==> config.mk <==
export PLATFORM = sky130hd
export DESIGN_NAME = harmonic_dds_bank
export DESIGN_NICKNAME = d
export VERILOG_FILES = /design/src/rtl/dds_pkg.sv /design/src/rtl/key_debounce.sv /design/src/rtl/harmonic_dds_bank.sv
export SDC_FILE = /design/constraint.sdc
export NUM_CORES = 1
export LEC_CHECK = 0
export CAP_MARGIN = 20
export CELL_PAD_IN_SITES_DETAIL_PLACEMENT = 2
export CELL_PAD_IN_SITES_GLOBAL_PLACEMENT = 2
export CORE_MARGIN = 4
export CORE_UTILIZATION = 43
export DETAILED_ROUTE_END_ITERATION = 8
export GPL_TIMING_DRIVEN = 0
export MAX_ROUTING_LAYER = met4
export PLACE_DENSITY_LB_ADDON = 0.3
export SYNTH_ARGS = -nofsm -noshare
export SYNTH_HDL_FRONTEND = slang
export SYNTH_HIERARCHICAL = 1
export SYNTH_SLANG_ARGS = --single-unit
export TNS_END_PERCENT = 100
==> constraint.sdc <==
create_clock -name clk -period 7 [get_ports clk]
set_clock_uncertainty 0.2 [all_clocks]
set_input_delay 0.7 -clock clk [delete_from_list [all_inputs] [get_ports clk]]
set_output_delay 0.7 -clock clk [all_outputs]
set_load 0.01 [all_outputs]
==> src/rtl/dds_pkg.sv <==
// Shared definitions for the harmonic DDS bank.
// - harm(k): harmonic number of channel k (1, 3, 5, ...)
// - step_idx_t / STEP_WRAP: step-size index and its modulus
// - sat_w(w): width of the word-update arithmetic. It has one extra bit so the
//   up/down result can be clamped without wrapping.
package dds_pkg;

  typedef logic [1:0] step_idx_t;

  localparam step_idx_t STEP_WRAP = 2'd3;

  function automatic int harm(input int k);
    return 2 * k + 1;
  endfunction

  function automatic int sat_w(input int acc_w);
    return acc_w + 1;
  endfunction

endpackage

==> src/rtl/key_debounce.sv <==
// Key conditioner: 2-flop synchroniser, stable-sample debouncer and
// released->pressed event pulse.
// Ports:
//   clk, rst : clock, synchronous active-high reset
//   key      : raw asynchronous key level
//   ev       : one-cycle pulse when the accepted level becomes "pressed"
module key_debounce #(
  parameter int DEB_CYCLES = 250000,
  parameter bit ACTIVE_LOW = 1'b1
) (
  input  logic clk,
  input  logic rst,
  input  logic key,
  output logic ev
);

  localparam int CW = $clog2(DEB_CYCLES + 1);
  localparam logic [CW-1:0] LAST = CW'(DEB_CYCLES - 1);
  localparam logic RELEASED_RAW = ACTIVE_LOW;

  logic          sync1_reg;
  logic          sync2_reg;
  logic [1:0]    warm_reg;
  logic          armed_reg;
  logic          level_reg;
  logic [CW-1:0] cnt_reg;
  logic          ev_reg;
  logic          pressed;

  // Normalised key sample: 1 means pressed, whatever the pin polarity is.
  assign pressed = sync2_reg ^ RELEASED_RAW;
  assign ev      = ev_reg;

  always_ff @(posedge clk) begin
    if (rst) begin
      sync1_reg <= RELEASED_RAW;
      sync2_reg <= RELEASED_RAW;
      warm_reg  <= 2'b00;
      armed_reg <= 1'b0;
      level_reg <= 1'b0;
      cnt_reg   <= '0;
      ev_reg    <= 1'b0;
    end else begin
      sync1_reg <= key;
      sync2_reg <= sync1_reg;
      warm_reg  <= {warm_reg[0], 1'b1};
      ev_reg    <= 1'b0;
      if (!warm_reg[1]) begin
        // The synchroniser still shows its reset value, not the pin.
        cnt_reg <= '0;
      end else if (!armed_reg) begin
        // The key must be seen released for a full debounce window before
        // any press is accepted. A key held through reset gives no event.
        if (pressed) begin
          cnt_reg <= '0;
        end else if (cnt_reg == LAST) begin
          armed_reg <= 1'b1;
          cnt_reg   <= '0;
        end else begin
          cnt_reg <= cnt_reg + 1'b1;
        end
      end else if (pressed == level_reg) begin
        cnt_reg <= '0;
      end else if (cnt_reg == LAST) begin
        level_reg <= pressed;
        cnt_reg   <= '0;
        ev_reg    <= pressed;
      end else begin
        cnt_reg <= cnt_reg + 1'b1;
      end
    end
  end

endmodule

==> src/rtl/harmonic_dds_bank.sv <==
// Bank of NCH phase-aligned DDS square-wave generators. Channel k runs at
// harmonic 2k+1 of a fundamental word that three debounced keys adjust.
// Ports:
//   clk, rst                 : clock, synchronous active-high reset
//   key_up, key_dn, key_step : raw keys (increment, decrement, cycle step size)
//   out[NCH]                 : square outputs (MSB of each accumulator)
//   fw[ACC_W]                : current fundamental word
//   step_sel[2]              : current step-size index
//   mute[NCH]                : channel at or above Nyquist, held silent
module harmonic_dds_bank
  import dds_pkg::*;
#(
  parameter int ACC_W          = 24,
  parameter int NCH            = 3,
  parameter int FW_RESET       = 1678,
  parameter int FW_MIN         = 1,
  parameter int FW_MAX         = (1 << (ACC_W - 1)) - 1,
  parameter int STEP_0         = 16,
  parameter int STEP_1         = 1678,
  parameter int STEP_2         = 16777,
  parameter int DEB_CYCLES     = 250000,
  parameter bit KEY_ACTIVE_LOW = 1'b1
) (
  input  logic             clk,
  input  logic             rst,
  input  logic             key_up,
  input  logic             key_dn,
  input  logic             key_step,
  output logic [NCH-1:0]   out,
  output logic [ACC_W-1:0] fw,
  output logic [1:0]       step_sel,
  output logic [NCH-1:0]   mute
);

  localparam int SW     = sat_w(ACC_W);
  // The product is wide enough for any harmonic number up to 255.
  localparam int PROD_W = ACC_W + 8;
  localparam logic [PROD_W-1:0] NYQ = PROD_W'(1) << (ACC_W - 1);

  logic ev_up;
  logic ev_dn;
  logic ev_step;

  key_debounce #(.DEB_CYCLES(DEB_CYCLES), .ACTIVE_LOW(KEY_ACTIVE_LOW)) u_deb_up (
    .clk(clk), .rst(rst), .key(key_up), .ev(ev_up)
  );
  key_debounce #(.DEB_CYCLES(DEB_CYCLES), .ACTIVE_LOW(KEY_ACTIVE_LOW)) u_deb_dn (
    .clk(clk), .rst(rst), .key(key_dn), .ev(ev_dn)
  );
  key_debounce #(.DEB_CYCLES(DEB_CYCLES), .ACTIVE_LOW(KEY_ACTIVE_LOW)) u_deb_step (
    .clk(clk), .rst(rst), .key(key_step), .ev(ev_step)
  );

  logic [ACC_W-1:0] fw_reg;
  step_idx_t        step_reg;
  logic             resync_reg;
  logic [ACC_W-1:0] step_val;
  logic [SW-1:0]    up_sum;
  logic [SW-1:0]    dn_diff;
  logic [ACC_W-1:0] up_sat;
  logic [ACC_W-1:0] dn_sat;

  always_comb begin
    step_val = ACC_W'(STEP_0);
    case (step_reg)
      2'd1:    step_val = ACC_W'(STEP_1);
      2'd2:    step_val = ACC_W'(STEP_2);
      default: step_val = ACC_W'(STEP_0);
    endcase
  end

  // One extra bit: an overflow shows up as a large sum, and an underflow
  // sets the top bit of the difference.
  assign up_sum  = {1'b0, fw_reg} + {1'b0, step_val};
  assign dn_diff = {1'b0, fw_reg} - {1'b0, step_val};
  assign up_sat  = (up_sum > SW'(FW_MAX)) ? ACC_W'(FW_MAX) : up_sum[ACC_W-1:0];
  assign dn_sat  = (dn_diff[ACC_W] || (dn_diff < SW'(FW_MIN))) ? ACC_W'(FW_MIN)
                                                               : dn_diff[ACC_W-1:0];

  always_ff @(posedge clk) begin
    if (rst) begin
      fw_reg     <= ACC_W'(FW_RESET);
      step_reg   <= '0;
      resync_reg <= 1'b0;
    end else begin
      resync_reg <= 1'b0;
      // Up and down in the same cycle cancel out: no update and no resync.
      // A clamped result that equals the old word still resyncs.
      if (ev_up ^ ev_dn) begin
        fw_reg     <= ev_up ? up_sat : dn_sat;
        resync_reg <= 1'b1;
      end
      // The up/down above already used the old step index.
      if (ev_step) begin
        step_reg <= (step_reg == STEP_WRAP - 2'd1) ? '0 : step_reg + 2'd1;
      end
    end
  end

  assign fw       = fw_reg;
  assign step_sel = step_reg;

  logic [ACC_W-1:0] hw_all  [NCH];
  logic [ACC_W-1:0] acc_all [NCH];

  for (genvar gi = 0; gi < NCH; gi++) begin : gen_ch
    localparam int H = harm(gi);
    localparam logic [PROD_W-1:0] PROD_RST = PROD_W'(FW_RESET) * PROD_W'(H);

    logic [PROD_W-1:0] prod;
    logic [ACC_W-1:0]  hw_reg;
    logic              mute_reg;
    logic [ACC_W-1:0]  acc_reg;

    assign prod = PROD_W'(fw_reg) * PROD_W'(H);

    // hw follows fw one cycle later. Because of that, the accumulator clear
    // driven by resync_reg lands on the same edge as the new hw. Every
    // channel therefore restarts from phase 0 together.
    always_ff @(posedge clk) begin
      if (rst) begin
        hw_reg   <= PROD_RST[ACC_W-1:0];
        mute_reg <= (PROD_RST >= NYQ);
        acc_reg  <= '0;
      end else begin
        hw_reg   <= prod[ACC_W-1:0];
        mute_reg <= (prod >= NYQ);
        if (resync_reg || mute_reg) begin
          acc_reg <= '0;
        end else begin
          acc_reg <= acc_reg + hw_reg;
        end
      end
    end

    assign out[gi]     = acc_reg[ACC_W-1];
    assign mute[gi]    = mute_reg;
    assign hw_all[gi]  = hw_reg;
    assign acc_all[gi] = acc_reg;
  end

endmodule

# Yosys cells after proc, flatten, opt, wreduce, memory -nomap -nowiden
# Cells that the tools add are included.
[totals]
output_inout_bits = 32
word_cells = 122
rom_bits = 0
latch_bits = 0
ff_bits = 249
mem_bits_rw = 0
input_bits = 5
memories = 0
[op_classes]
n_bitwise = 16
order_cmp = 5
eq_ne = 8
div = 0
n_shift = 0
muxes = 30
n_mul = 2
add_sub_neg = 9
n_reduce_logical = 16
[ops]
columns = ["operator", "count"]
rows = [
  ["18-bit two-way mux", 12],
  ["24-bit adder", 3],
  ["24-bit two-way mux", 3],
  ["18-bit by 1-bit adder with 18-bit output (second input constant)", 3],
  ["18-bit == test (second input constant)", 3],
  ["15-bit one-hot mux with 2 select lines", 1],
  ["27-bit by 24-bit greater-or-equal comparator with 1-bit output (second input constant)", 1],
  ["24-bit by 3-bit multiplier with 27-bit output (second input constant)", 1],
  ["26-bit by 24-bit greater-or-equal comparator with 1-bit output (second input constant)", 1],
  ["24-bit by 2-bit multiplier with 26-bit output (second input constant)", 1],
  ["24-bit by 24-bit adder with 25-bit output", 1],
  ["25-bit by 23-bit greater-than comparator with 1-bit output (second input constant)", 1],
  ["25-bit by 1-bit less-than comparator with 1-bit output (second input constant)", 1],
  ["24-bit by 24-bit subtractor with 25-bit output", 1],
  ["24-bit greater-or-equal comparator (second input constant)", 1],
  ["1-bit NOT", 15],
  ["5-bit OR reduction", 3],
  ["1-bit two-way mux", 13],
  ["4-bit AND reduction", 3],
  ["2-bit OR reduction", 6],
  ["1-bit logical OR", 4],
  ["1-bit == test", 3],
  ["2-bit by 1-bit adder with 2-bit output (second input constant)", 1],
  ["2-bit by 1-bit == test with 1-bit output (second input constant)", 1],
  ["3 further kinds", 3],
]

# Longest topological paths before layout
[logic_depth]
depth_word = 7
mapped_depth = 16
ltp_nobuf = 14

# Cells and area by module
# Netlist, hierarchy kept.
[modules_own_cells]
columns = ["module", "seq_area_each_um2", "cells_each", "area_each_um2", "instances"]
rows = [
  ["harmonic_dds_bank", 3423.3, 1457, 12315.6, 1],
  ["key_debounce at u_deb_step", 500.5, 117, 1136.1, 1],
  ["key_debounce at u_deb_dn", 500.5, 120, 1084.8, 1],
  ["key_debounce at u_deb_up", 500.5, 118, 1083.5, 1],
]

# Least setup slack after synthesis
# Ideal clock, no wire load.
[synth_timing]
path_type = "reg-to-reg"
from = "register step_reg[1], in the netlist step_sel[1]"
to = "register fw_reg[1], in the netlist fw[1]"
n_path_buf = 2
setup_slack_ns = 3.417
synth_period_minus_slack_ns = 3.583
stages_incl_launch_ff = 15
required_time_ns = 6.678
arrival_time_ns = 3.262
setup_time_ns = 0.122
cell_sequence = "dfxtp_1 > inv_1 > ha_1 > inv_1 > ha_1 > buf_6 > a211o_1 > a311oi_4 > a211oi_2 > o31a_1 > nor3_4 > a21oi_2 > buf_6 > a221oi_2 > nand2_1"
[synth_via]
elab_chain_len = 7
elab_cells_between_ends = 11
classes_between = "add/sub: 2; order compare: 2; eq/ne: 2; mux: 4; reduce/logical: 1"
[synth_lines]
columns = ["item", "line", "rtl"]
rows = [
  ["start: declaration", "harmonic_dds_bank.sv:55", "step_idx_t step_reg;"],
  ["start signal: assignment", "harmonic_dds_bank.sv:95", "step_reg <= (step_reg == STEP_WRAP - 2'd1) ? '0 : step_reg + 2'd1;"],
  ["2-bit == test or 2-bit by 1-bit == test with 1-bit output (tied branches)", "harmonic_dds_bank.sv:65", "case (step_reg)"],
  ["15-bit one-hot mux with 2 select lines *", "harmonic_dds_bank.sv:65", ""],
  ["24-bit by 24-bit subtractor with 25-bit output", "harmonic_dds_bank.sv:75", "assign dn_diff = {1'b0, fw_reg} - {1'b0, step_val};"],
  ["25-bit by 1-bit less-than comparator with 1-bit output", "harmonic_dds_bank.sv:77", "assign dn_sat = (dn_diff[ACC_W] || (dn_diff < SW'(FW_MIN))) ? ACC_W'(FW_MIN)"],
  ["1-bit logical OR", "harmonic_dds_bank.sv:77", ""],
  ["24-bit two-way mux", "harmonic_dds_bank.sv:77", ""],
  ["24-bit two-way mux *", "harmonic_dds_bank.sv:90", "fw_reg <= ev_up ? up_sat : dn_sat;"],
  ["end signal: assignment", "harmonic_dds_bank.sv:82", "fw_reg <= ACC_W'(FW_RESET);"],
  ["end signal: assignment", "harmonic_dds_bank.sv:90", ""],
  ["end: declaration", "harmonic_dds_bank.sv:54", "logic [ACC_W-1:0] fw_reg;"],
]
# Mark *: on every way between the ends. The rest lies on a longest branch, timed or not.
# A chain may end at the register's enable or synchronous reset.

# Final worst setup path
[layout_timing]
from = "register step_reg[0], in the netlist step_sel[0]"
to = "register fw_reg[0], in the netlist fw[0]"
# Same word-level chain as after synthesis.

==> results.py <==
metrics = {
    "pwr": {
        "power_density_mw_per_mm2": 198,
        "vdd_drop_max_uv": 193,
        "leakagePower_uw": 0.00730,
    },
    "critical_path": {
        "cp-end-kind": "flop",
        "cp_cell_sequence": "inv_1 > ha_1 > ha_1 > inv_1 > fa_1 > o21bai_1 > nand3_1 > nand2_1 > a31oi_1 > o41ai_2 > nand3_2 > nand3_2 > buf_4 > o21ai_0 > a31oi_1",
        "critPathKind": "reg -> reg",
        "critPathArrivalTime_ns": 5.15,
        "critPathRequiredTime_ns": 7.28,
        "cp_max_fo": 10,
        "critical_path.top_delay_family": "compound AO/OA/AOI/OAI gates",
        "critPathBufInv": 3,
        "start_kind": "flop",
        "slowest_delay_ns": 0.88,
        "cp_slowest_cell": "o41ai_2",
    },
    "status": {
        "status": "finished, final reports clean",
    },
    "worst_hold_path": {
        "min_path_type": "reg -> reg",
    },
    "floorplanning": {
        "die_x_um": 199,
        "initial_utilization": 0.437,
        "die_area_mm2": 0.0394,
        "io_pins": 37,
        "fp.coreArea_mm2": 0.0357,
        "die_h_um": 199,
        "rows": 69,
    },
    "yosys": {
        "synth.ff_latch_count": 246,
        "synth.avg_cell_area_um2": 8.62,
        "ys_seq_area_frac": 0.315,
        "synth_fa_ha_area_frac": 0.156,
        "synth_ff_type": "dfxtp_1",
        "synth_fp_nets": 2007,
        "ys_warn_count": 6,
        "yosys-mux-area-fraction": 0.00593,
        "netlist_instances": 1812,
        "synthArstFlopShare": 0,
        "yosys.area_share.simple": 0.217,
        "synth_xor_area_frac": 0.0785,
        "synthesis.area_mm2": 0.0156,
        "synth_edf_count": 0,
        "synth_top_family_by_area": "simple AND/OR/NAND/NOR gates",
        "synth_compound_area_frac": 0.187,
        "ys_types": 88,
    },
    "routing": {
        "route.vias.total": 14400,
        "wire_per_inst_um": 24.3,
        "routed_via_density": 6.11,
        "wl_um": 57400,
        "ant_nets": 0,
        "remaining_drc_errors": 0,
        "drtIter0Drc": 725,
        "dr.pass1.iters": 5,
    },
    "final_layout": {
        "diodes": 0,
        "nets": 2076,
        "final_common_cell": "dfxtp_1",
        "nFillCells": 3902,
        "largest_reg_flops": 72,
        "final-seq-area_mm2": 0.00492,
        "final_cell_mix": "dfxtp_1 (246), nor2_1 (208), ha_1 (183)",
        "multi_input_area_mm2": 0.0101,
        "area_delta_synth_final_pct": 12.9,
        "drive_above_1_share": 0.0689,
    },
    "clocking": {
        "clock-sinks": 246,
        "cts_hold_buf": 0,
        "cts_root_buf": "clkbuf_16",
        "cts_setup_buffers": 0,
        "cts_tree": "yes",
        "numCtsBuffers": 30,
        "clk_path_buf_depth": 3,
        "clk_pin_slew_ns": 0.06,
        "cts_resized": 0,
        "clk_latency_ns": 0.59,
        "htree_levels": 1,
    },
    "sta": {
        "fin_tns_setup_ns": 0,
        "finalHoldViolCount": 0,
        "relSlewSlack": 0.355,
        "timing.hold.ws_ns": 0.211,
        "rsz0062_at_grt": "no",
        "tightest_slew_ns": 0.968,
        "setup_viol": 0,
        "fin_crit_sh": 0.696,
        "fin_ws_ns": 2.13,
        "fin_crit_ns": 4.87,
        "final-max-slew-violation-count": 0,
        "max_freq_ghz": 0.205,
    },
    "grt": {
        "grt_max_degree": 24,
        "antenna_found_initial": 1,
        "grt_pass1_wl_um": 90600,
        "gr-total-overflow": 0,
        "track_usage": 0.295,
        "grt_pass1_vias": 16100,
    },
    "flow_run": {
        "cap_violations": 0,
    },
    "placement": {
        "dp_slack_ns": 2.29,
        "portBuffers": 36,
        "dpl.hpwl_um": 41800,
        "place_congestion": 0.927,
    },
}
-- cells by family after synthesis --
group | count (synthesis)
buffers and inverters | 142
AND/OR/NAND/NOR | 662
AO/OA/AOI/OAI | 423
flip-flops | 246
adder cells (fa/ha/maj) | 190
multiplexers | 9
XOR/XNOR | 140
-- per-layer routing --
metal,up-vias,GRT usage,wire length (µm)
li1,6686,-,-
met2,365,0.512,28200
met4,0,0.106,2560
met5,-,-,0
met3,141,0.0503,2810
met1,7234,0.345,23900
-- area by class of cell --
class	count	share of cell area
Multi-Input combinational cell	1424	0.571
Sequential cell	246	0.279
Clock buffer	44	0.0495
Tap cell	461	0.0327
Timing Repair Buffer	37	0.0220
Inverter	90	0.0192
Buffer	52	0.0162
Clock inverter	8	0.0102
-- cell usage after synthesis (29+ instances only) --
cell type | instances | area (µm²)
nor2_1 | 208 | 781
a21o_1 | 37 | 278
a21oi_1 | 93 | 465
nor4_1 | 32 | 200
and3_1 | 30 | 188
nor2b_1 | 29 | 181
xor2_1 | 39 | 342
nand2_1 | 109 | 409
xnor2_1 | 101 | 885
nor3_1 | 59 | 295
inv_1 | 86 | 323
dfxtp_1 | 246 | 4920
o21ai_0 | 82 | 410
nand3_1 | 48 | 240
ha_1 | 183 | 2290
-- per-stage QoR --
step                      instance area (µm²)  total power, µW   util  instances
after floorplan                         15600             1720      -       1812
after global placement                  16600             1790  0.463       2309
after detailed placement                16600             1820  0.464       2310
after CTS                               17600             3530  0.493       2362
after global routing                    17600             3630  0.493       2362
final                                   17600             3490  0.493       2362
-- worst register-to-register path, cell delays in order, from the launching register on --
cell	delay (ns)
dfxtp_1	0.35
inv_1	0.10
ha_1	0.33
ha_1	0.25
inv_1	0.06
fa_1	0.42
o21bai_1	0.32
nand3_1	0.12
nand2_1	0.22
a31oi_1	0.25
o41ai_2	0.88
nand3_2	0.42
nand3_2	0.26
buf_4	0.24
o21ai_0	0.11
a31oi_1	0.25
-- path summary, 6_finish.rpt --
kind	start	end	slack, ns	cells past startpoint
worst max-delay path	step_sel[0]	fw[0]	2.13	15
worst min-delay path	u_deb_up/sync1_reg	u_deb_up/sync2_reg	0.21	1
worst max register to register	step_sel[0]	fw[0]	2.13	15
worst min register to register	u_deb_up/sync1_reg	u_deb_up/sync2_reg	0.21	1
-- where the power goes --
group / switching, µW / internal (µW)
Combinational: 198 / 135
Clock: 645 / 1040
Sequential: 20.7 / 1450
Total: 864 / 2620
Power figures use the tool's default switching activity.
